<file path="src/rtl/seg7_scan_driver.sv">
// Time-multiplexed 7-segment driver that decodes shadowed hex data one digit per scan slot.
// Define LEADING_ZERO_BLANK_EN to blank leading zero digits above digit 0.
module seg7_scan_driver #(
  parameter int NUM_DIGITS     = 4,
  parameter int SCAN_DIV       = 50000,
  parameter int SEG_ACTIVE_LOW = 1,
  localparam int IDX_W = (NUM_DIGITS > 1) ? $clog2(NUM_DIGITS) : 1
) (
  input  logic                    clk,
  input  logic                    rst,
  input  logic                    load,
  input  logic [4*NUM_DIGITS-1:0] value,
  input  logic [NUM_DIGITS-1:0]   dp_in,
  output logic [6:0]              seg,
  output logic                    dp,
  output logic [NUM_DIGITS-1:0]   an,
  output logic [IDX_W-1:0]        digit_idx
);

  localparam int CNT_W = (SCAN_DIV > 1) ? $clog2(SCAN_DIV) : 1;
  localparam bit LOW   = (SEG_ACTIVE_LOW != 0);

  localparam logic [6:0]            SEG_OFF = LOW ? 7'h7F : 7'h00;
  localparam logic                  DP_OFF  = LOW;
  localparam logic [NUM_DIGITS-1:0] AN_OFF  = LOW ? {NUM_DIGITS{1'b1}} : {NUM_DIGITS{1'b0}};

  logic [4*NUM_DIGITS-1:0] shadow_val;
  logic [NUM_DIGITS-1:0]   shadow_dp;
  logic [CNT_W-1:0]        div_cnt;
  logic                    cnt_wrap;
  logic [IDX_W-1:0]        next_idx;
  logic [NUM_DIGITS-1:0]   blank;
  logic [3:0]              nibble;
  logic [6:0]              seg_raw;
  logic [NUM_DIGITS-1:0]   an_hot;
  logic [6:0]              seg_next;
  logic                    dp_next;
  logic [NUM_DIGITS-1:0]   an_next;

  function automatic logic [6:0] hex_to_seg(input logic [3:0] nib);
    case (nib)
      4'h0:    return 7'h3F;
      4'h1:    return 7'h06;
      4'h2:    return 7'h5B;
      4'h3:    return 7'h4F;
      4'h4:    return 7'h66;
      4'h5:    return 7'h6D;
      4'h6:    return 7'h7D;
      4'h7:    return 7'h07;
      4'h8:    return 7'h7F;
      4'h9:    return 7'h6F;
      4'hA:    return 7'h77;
      4'hB:    return 7'h7C;
      4'hC:    return 7'h39;
      4'hD:    return 7'h5E;
      4'hE:    return 7'h79;
      default: return 7'h71;
    endcase
  endfunction

  assign cnt_wrap = (div_cnt == CNT_W'(SCAN_DIV - 1));
  assign next_idx = (digit_idx == IDX_W'(NUM_DIGITS - 1)) ? '0 : digit_idx + 1'b1;

`ifdef LEADING_ZERO_BLANK_EN
  logic upper_zero;

  // A digit is blank only if it and every more-significant nibble are zero.
  always_comb begin
    // NOTE: every always_comb output gets a default first so no path can infer a latch.
    blank      = '0;
    upper_zero = 1'b1;
    for (int i = NUM_DIGITS - 1; i > 0; i--) begin
      upper_zero = upper_zero & (shadow_val[4*i +: 4] == 4'h0);
      blank[i]   = upper_zero;
    end
  end
`else
  assign blank = '0;
`endif

  always_comb begin
    nibble   = shadow_val[4*digit_idx +: 4];
    seg_raw  = blank[digit_idx] ? 7'h00 : hex_to_seg(nibble);
    an_hot   = NUM_DIGITS'(1) << digit_idx;
    seg_next = LOW ? ~seg_raw : seg_raw;
    dp_next  = LOW ? ~shadow_dp[digit_idx] : shadow_dp[digit_idx];
    an_next  = LOW ? ~an_hot : an_hot;
  end

  // an, seg and dp are all registered from the same digit_idx, so they switch together.
  always_ff @(posedge clk) begin
    // NOTE: sequential state uses non-blocking assignments so every register samples pre-edge values.
    if (rst) begin
      shadow_val <= '0;
      shadow_dp  <= '0;
      div_cnt    <= '0;
      digit_idx  <= '0;
      seg        <= SEG_OFF;
      dp         <= DP_OFF;
      an         <= AN_OFF;
    end else begin
      if (load) begin
        shadow_val <= value;
        shadow_dp  <= dp_in;
      end
      if (cnt_wrap) begin
        div_cnt   <= '0;
        digit_idx <= next_idx;
      end else begin
        div_cnt <= div_cnt + 1'b1;
      end
      seg <= seg_next;
      dp  <= dp_next;
      an  <= an_next;
    end
  end

endmodule

</file>
<file path="config.mk">
export PLATFORM = sky130hd
export DESIGN_NAME = seg7_scan_driver
export DESIGN_NICKNAME = d
export VERILOG_FILES = /design/src/rtl/seg7_scan_driver.sv
export SDC_FILE = /design/constraint.sdc
export NUM_CORES = 1
export LEC_CHECK = 0
export ABC_AREA = 1
export ABC_CLOCK_PERIOD_IN_PS = 2900
export BUFFER_PORTS_ARGS = -buffer_cell sky130_fd_sc_hd__buf_2
export CAP_MARGIN = 20
export CORE_MARGIN = 5
export CORE_UTILIZATION = 40
export DETAILED_ROUTE_END_ITERATION = 12
export GPL_TIMING_DRIVEN = 0
export MAX_ROUTING_LAYER = met4
export PLACE_DENSITY = 0.62
export SLEW_MARGIN = 20
export SYNTH_ARGS = -nofsm -noshare
export SYNTH_HDL_FRONTEND = slang
export SYNTH_SLANG_ARGS = --single-unit
</file>
<file path="constraint.sdc">
create_clock -name clk -period 2.9 [get_ports clk]
set_input_delay 0.145 -clock clk [delete_from_list [all_inputs] [get_ports clk]]
set_output_delay 0.145 -clock clk [all_outputs]
set_load 0.05 [all_outputs]
</file>
# --- Yosys cells after proc, flatten, opt, wreduce, memory -nomap -nowiden ---
# Memories as Yosys holds them, arrays and structs flattened.
# Cells that the tools add are included.
word_totals:
  ff_bits: 50
  rom_bits: 112
  inputBits: 23
  output_inout_bits: 14
  wordCells: 25
  memories: 1
classes:
  n_addsub: 2
  order_cmp: 1
  eq_ne: 2
  shifts: 2
  muxes: 6
  n_bitwise: 3
  n_reduce_logical: 1
mem_list:
  columns: ["name", "depth", "word_bits", "rd", "rd_ports_with_merged_regs", "wr", "line", "text"]
  rows:
  - ["(name not given)", 16, 7, 1, 0, 0, "41", "case (nib)"]
op_table:
  columns: ["operator", "n"]
  rows:
  - ["$add 16x1->16 const B", 1]
  - ["$eq 16x16->1 const B", 1]
  - ["$shiftx 16x5->4", 1]
  - ["$mux 7", 1]
  - ["$not 7->7", 1]
  - ["$bmux 1 s2", 2]
  - ["$not 4->4", 1]
  - ["$shl 1x2->4 const A", 1]
  - ["$lt 2x3->1 const B", 1]
  - ["$add 2x1->2 const B", 1]
  - ["$eq 2x2->1 const B", 1]
  - ["$mux 1", 2]
  - ["$mux 2", 1]
  - ["$reduce_or 2->1", 1]
  - ["$not 1->1", 1]

# --- Logic depth before layout (Yosys ltp) ---
# Gate-level depths: netlist (run 1).
logic_depth:
  depth_word: 4
  mapped_depth: 11
  depth_no_buf: 10

# --- Least setup slack after synthesis (run 1) ---
# OpenSTA, ideal clock, no wires.
synth_path:
  kind: "register to register"
  start: "reg digit_idx[0]"
  end: "reg seg[0]"
  setup_ns: 0.115
  arrival_ns: 1.840
  t_required_ns: 2.785
  setup_slack_ns: 0.945
  path_stages_with_launch: 12
  n_path_buf: 1
  synth_period_minus_slack_ns: 1.955
  cell_sequence: "dfxtp_1 inv_2 buf_6 nand2_1 nand3_1 nand2_1 inv_1 ha_1 inv_1 nor2_1 a21oi_2 nand2_1"
synth_via:
  elab_chain_cells: 4
  word_cells_on_any_way: 6
  cone_classes: "1 x shift; 3 x mux; 1 x bitwise; 1 x memory"
synth_lines:
  columns: ["element", "line", "text"]
  rows:
  - ["start, declared", "17", "output logic [IDX_W-1:0] digit_idx"]
  - ["start signal, assigned", "108", "digit_idx <= next_idx;"]
  - ["$shiftx 16x5->4 / $bmux 1 s2 (equally long branches)", "82, 83", null]
  - ["$mem_v2 16x7 / $mux 1 (equally long branches)", null, null]
  - ["$mux 7 (*)", "83", "seg_raw = blank[digit_idx] ? 7'h00 : hex_to_seg(nibble);"]
  - ["$not 7->7 (*)", "85", "seg_next = LOW ? ~seg_raw : seg_raw;"]
  - ["end signal, assigned", "112", "seg <= seg_next;"]
  - ["end, declared", "14", "output logic [6:0] seg,"]
# Every way passes the cells marked *; elsewhere a longest branch is shown, timed or not. The select of a mux whose other input is x is not followed.
# A chain may end at the register's enable or synchronous reset.

# --- Worst setup path in the final report (run 1) ---
layout_path:
  start: "reg digit_idx[1]"
  end: "reg seg[3]"
# The elaborated chain is that of the path after synthesis.

==> results of run 1 <==
[state kept, by name (all words and copies together) (netlist names)]
register    flops
seg             7
dp              1
an              4
shadow_val     16
shadow_dp       4
div_cnt        16
digit_idx       2
[cell usage after synthesis]
| master | instances |
|---|---|
| nand2_1 | 66 |
| nand4_1 | 6 |
| dfxtp_1 | 50 |
| a21oi_2 | 3 |
| nor2_2 | 2 |
| inv_2 | 3 |
| nand2_4 | 2 |
| nand3_2 | 1 |
| buf_8 | 1 |
| nor2_1 | 68 |
| a21oi_1 | 10 |
| nor3_1 | 1 |
| buf_6 | 2 |
| xnor2_1 | 1 |
| nand3b_1 | 1 |
| clkbuf_1 | 5 |
| ha_1 | 11 |
| xor2_1 | 4 |
| o21ai_0 | 25 |
| nor2_4 | 1 |
| buf_2 | 2 |
| nand2_2 | 4 |
| inv_1 | 23 |
| or2_2 | 1 |
| nand3_1 | 31 |
[worst max path at each step]
stage                         to  slack, ns  depth (start not counted)         start
after floorplan           seg[0]       0.94                         11  digit_idx[0]
after global placement    seg[3]       1.02                          8  digit_idx[1]
after detailed placement  seg[3]       1.04                          8  digit_idx[1]
after CTS                 seg[3]       1.01                          8  digit_idx[1]
after global routing      seg[0]       0.84                         11  digit_idx[0]
final                     seg[3]        1.0                          8  digit_idx[1]
[cells by family after synthesis]
group                      synth area share (%)
and+or+nand+nor                            34.0
adders and majority gates                  5.87
xor gates and xnor gates                   1.87
DFF                                        42.7
buffers and inverters                      6.99
AOI/OAI and AO/OA                          8.60
[worst max-delay path, stage by stage, from the launching register on]
cell	delay, ns
dfxtp_1	0.54
inv_1	0.25
nand3_1	0.16
nand2_1	0.19
ha_1	0.36
nand3b_1	0.16
nand3_1	0.10
nand2_1	0.05
nand2_1	0.05
[per-stage QoR]
stage                     cell area (sq um)  util [%]  setup slack, ns  hold WS (ns)  cells
after floorplan                        2340         -            0.945         0.214    324
after global placement                 2610      46.5             1.02         0.365    431
after detailed placement               2610      46.5             1.04         0.373    431
after CTS                              2720      48.5             1.01        0.0487    439
after global routing                   2720      48.5            0.836        0.0598    439
final                                  2720      48.5            0.999        0.0550    439
[layout make-up]
| class | count | area (sq um) |
|---|---|---|
| plain buffers | 10 | 66.3 |
| clock buffers | 8 | 110 |
| fillers | 601 | 2890 |
| inverters | 26 | 97.6 |
| multi-input cells | 238 | 1180 |
| flip-flops and latches | 50 | 1000 |
| well taps | 72 | 90.1 |
| repair buffers | 35 | 175 |
[per-layer routing]
layer / routed length [um] / track usage (%) / up-vias
met4: 48 / 4.25 / 0
met5: 0 / - / -
met1: 2580 / 19.6 / 868
li1: - / - / 1116
met3: 219 / 3.52 / 5
met2: 2020 / 21.6 / 40
[where the power goes]
group	internal, mW	switching, mW
sequential	0.720	0.0135
combinational	0.0555	0.117
clock	0.241	0.225
total	1.02	0.355
==> results.md, run 1 <==
- Clock sinks: 50
- Clk Latency, worst-skew pair: 0.30 ns
- Port Buffers: 35
- Gr usage total: 14.5%
- Hold Buf Count CTS: 0
- Commonest non-fill, non-tap cells in the layout: 68 x nor2_1, 66 x nand2_1, 50 x dfxtp_1
- Fraction of final layout cells sized beyond drive strength 1: 17.7%
- Min-delay src: value[8]
- Area delta synth->final: 16.0%
- Hold Path Stages: 3
- Hold EP: shadow_val[8]
- Worst IR Drop VDD: 0.219 mV
- CTS resizes: 0
- CTS root buffer: clkbuf_8
- Worst setup EP type: register
- Largest net degree at the start of global routing: 15
- Setup_tns: 0 ns
- Period minus WS final: 1.90 ns
- Final hold violation count: 0
- Synth Warn #: 0
- Syn Inst Count: 324
- Reg2reg path depth: 8
- Die Wd: 86.5 um
- Worst hold path type: input port to register
- Cell Rows: 27
- Power Dens Cells: 505 nW/um^2
- Postcts setup bufs: 0
- Vias post-DR: 2,029
- Max-cap viol count: 0
- Dominant cells by area after synthesis: dfxtp_1 43%, nor2_1 11%, nand2_1 11%, nand3_1 6.6%, ha_1 5.9%
- Worst Tran Pin Value: 0.461 ns
- Leak: 1.15 nW
- Grt ovf: 0
- Setup CP Type: register to register
- # DRC: 0
- CP Launch Type: register
- First-pass GRT wire length: 8580 um
- Total Wirelength: 4860 um
- Max-slew violations: 0
- CP required: 3.15 ns
- Hpwl dp: 3610 um
- Seq/Total Area, Yosys: 42.7%
- Flops & latches, synth: 50
- CTS Buf Count: 5
- # IOs: 37
- Cell variety after synth: 25
- Status: finished clean
- Power Total: 1.37 mW
- Reg2Reg Launch Point: digit_idx[1]
- DR pass1 iterations: 4
- Area of the mapped netlist: 2340 sq um
- Max Clk Rate: 0.526 GHz
- CORE AREA: 5610 sq um
- H-tree depth: 2
- Net count, final: 400
- Crit path max fanout: 9
- Most common cell after layout, fill and taps aside: nor2_1
- RSZ-0062 raised after global routing: false
- Vias/cell: 4.62
- DIE AREA: 7490 sq um
- Number of global-route vias before repair: 1,959
- Ant. Diodes: 0
- Synth area leader: dfxtp_1
- Clock transition at path regs: 0.09 ns
- Setup violations, final: 0
- CTS Buffer Depth: 2
- Post-synth net total: 358
- Placer Congestion: 0.860
- DR iter-0 viols: 83
- Initial antenna violation count: 0
- Relative slew slack: 69.2%
- Final Skew: 0.0105 ns
- Reg-to-reg slack, setup: 1.0 ns
- WL per Instance: 11.1 um
- CTS tree: built
- Post-synth top area share: 42.7%
- R2r endpoint: seg[3]
- Initial Util: 41.8%
- Syn_area_per_cell: 7.23 sq um
- Worst path arrival time: 2.15 ns
- Post-route ant nets: 0
- Crit share post-route: 65.6%
- Die H: 86.5 um
No activity file was read; power rests on OpenSTA's default activity.
==> inputs of run 2 (changes only) <==
- ABC_CLOCK_PERIOD_IN_PS: 2900 -> 1980
- clock period: 2.9 -> 1.98 ns (I/O delays scaled with it)
==> run 2 against run 1 <==
  * Maximum frequency increased by 4.7%
  * Design area barely moved
  * First-iteration DRC count rose by 1.2%
  * Cell count unchanged
  * Clock power rose by 46%
  * Via count grew 0.15%
  * Non-clock buffer count unchanged
  * Combinational power grew 47%
  * Core utilization is essentially flat
  * Sequential share of layout area is essentially flat
==> results.md, run 2 (synthesis results as in run 1) <==
- Worst IR Drop VDD: 0.321 mV (+46%)
- Initial Util: 41.8% (unchanged)
- Status: finished clean
- Setup CP Type: register to register
- Cell Rows: 27 (unchanged)
- Hold Buf Count CTS: 0 (unchanged)
- Final Skew: 0.0106 ns (+0.0000810 ns)
- # IOs: 37 (unchanged)
- Initial antenna violation count: 0 (unchanged)
- Final setup margin: 0.165 ns (-0.834 ns)
- Net count, final: 400 (unchanged)
- Die Wd: 86.5 um (unchanged)
- Ant. Diodes: 0 (unchanged)
- Clock transition at path regs: 0.09 ns (about the same)
- Relative slew slack: 69.2% (about the same)
- Port Buffers: 35 (unchanged)
- CP max-delay cell: dfxtp_1
- CTS resizes: 0 (unchanged)
- Placed Instances: 431 (unchanged)
- CP required: 2.23 ns (-0.92 ns)
- First-pass GRT wire length: 8580 um (unchanged)
- Slowest stage delay, CP: 0.55 ns (about the same)
- Area delta synth->final: 16.1% (about the same)
- Setup violations, final: 0 (unchanged)
- Setup_tns: 0 ns (unchanged)
- Worst-path cell chain: inv_2 -> nand3_1 -> nand2_1 -> ha_1 -> nand3b_1 -> nand3_1 -> nand2_1 -> nand2_1
- Worst setup EP type: register
- Largest net degree at the start of global routing: 15 (unchanged)
- Cell Count, Final, Fillers Out: 439 (unchanged)
- DR pass1 iterations: 4 (unchanged)
- Cell family with most CP delay: simple AND/OR/NAND/NOR gates
- Gr usage total: 14.5% (unchanged)
- Power Total: 2.01 mW (+46%)
- Pre-CTS setup slack: 0.118 ns (-0.920 ns)
- Worst Tran Pin Value: 0.461 ns (+0.00000370 ns)
- Number of global-route vias before repair: 1,959 (unchanged)
- CTS Buffer Depth: 2 (unchanged)
- RSZ-0062 raised after global routing: false
- Period minus WS final: 1.82 ns (-0.0862 ns)
- Most common cell after layout, fill and taps aside: nor2_1
- CTS tree: built
- WL per Instance: 11.1 um (unchanged)
- Grt ovf: 0 (unchanged)
- CP Launch Type: register
- CORE AREA: 5610 sq um (unchanged)
- CTS root buffer: clkbuf_8
- Commonest non-fill, non-tap cells in the layout: 68 x nor2_1, 66 x nand2_1, 49 x dfxtp_1
- Crit path max fanout: 9 (unchanged)
- DIE AREA: 7490 sq um (unchanged)
- Power Dens Cells: 739 nW/um^2 (+46%)
- Clk Latency, worst-skew pair: 0.30 ns (about the same)
- Core Util, Final: 48.5% (about the same)
- Max Clk Rate: 0.551 GHz (+4.7%)
- CTS Buf Count: 5 (unchanged)
- Cell mode on critical path: nand2_1
- Final hold violation count: 0 (unchanged)
- Leak: 1.15 nW (about the same)
- Worst hold path type: input port to register
- Vias post-DR: 2,032 (+0.15%)
- Post-route ant nets: 0 (unchanged)
- CP bufs+invs: 1 (unchanged)
- DR iter-0 viols: 84 (+1.2%)
- Postcts setup bufs: 0 (unchanged)
- Placer Congestion: 0.860 (unchanged)
- # DRC: 0 (unchanged)
- Fraction of final layout cells sized beyond drive strength 1: 18.3% (+0.54 points)
- Worst path arrival time: 2.06 ns (-0.09 ns)
- Crit share post-route: 91.7% (+26 points)
- H-tree depth: 2 (unchanged)
- Die H: 86.5 um (unchanged)
- Max-cap viol count: 0 (unchanged)
- Max-slew violations: 0 (unchanged)
- Clock sinks: 50 (unchanged)
- Total Wirelength: 4860 um (unchanged)
- Largest regs: div_cnt x16, shadow_val x16, seg x7
- Vias/cell: 4.63 (+0.15%)
- Hpwl dp: 3610 um (unchanged)
## run 2: routing by layer
layer | part of all wire (%) | wire length, um | track usage, %
met1 | 53 | 2570 | 19.6
met2 | 41 | 2020 | 21.6
met3 | 4.6 | 223 | 3.52
met4 | 0.99 | 48 | 4.25
met5 | 0 | 0 | -
## run 2: final timing paths
kind / start / end / slack, ns / cells after the start
setup reg to reg: digit_idx[1] / seg[3] / 0.16 / 8
hold / removal: value[8] / shadow_val[8] / 0.009 / 3
hold reg to reg: shadow_dp[2] / shadow_dp[2] / 0.46 / 2
setup / recovery: digit_idx[1] / seg[3] / 0.16 / 8
## run 2: per-stage QoR
step                      instance area, sq um  hold slack [ns]
after floorplan                           2340            0.168
after global routing                      2720           0.0138
after CTS                                 2720          0.00270
after global placement                    2610            0.319
final                                     2720          0.00915
after detailed placement                  2610            0.327
## run 2: worst reg2reg max path, stage by stage (launching register included)
cell and delay, ns:
dfxtp_1 0.55, inv_2 0.17, nand3_1 0.14, nand2_1 0.18, ha_1 0.37, nand3b_1 0.16
nand3_1 0.10, nand2_1 0.05, nand2_1 0.05
## run 2: report_power, final
group          leakage [nW]  internal [mW]  total (mW)  switching [mW]
clock                0.0575          0.353       0.682           0.329
sequential            0.412           1.05        1.07          0.0198
combinational         0.678         0.0813       0.252           0.171
total                  1.15           1.49        2.01           0.520
## run 2: area by class of cell
class / count / area, sq um
Clock buffer: 8 / 110
Buffer: 10 / 66.3
Sequential cell: 50 / 1000
Multi-Input combinational cell: 238 / 1180
Tap cell: 72 / 90.1
Timing Repair Buffer: 35 / 175
Inverter: 26 / 97.6
Fill cell: 600 / 2890
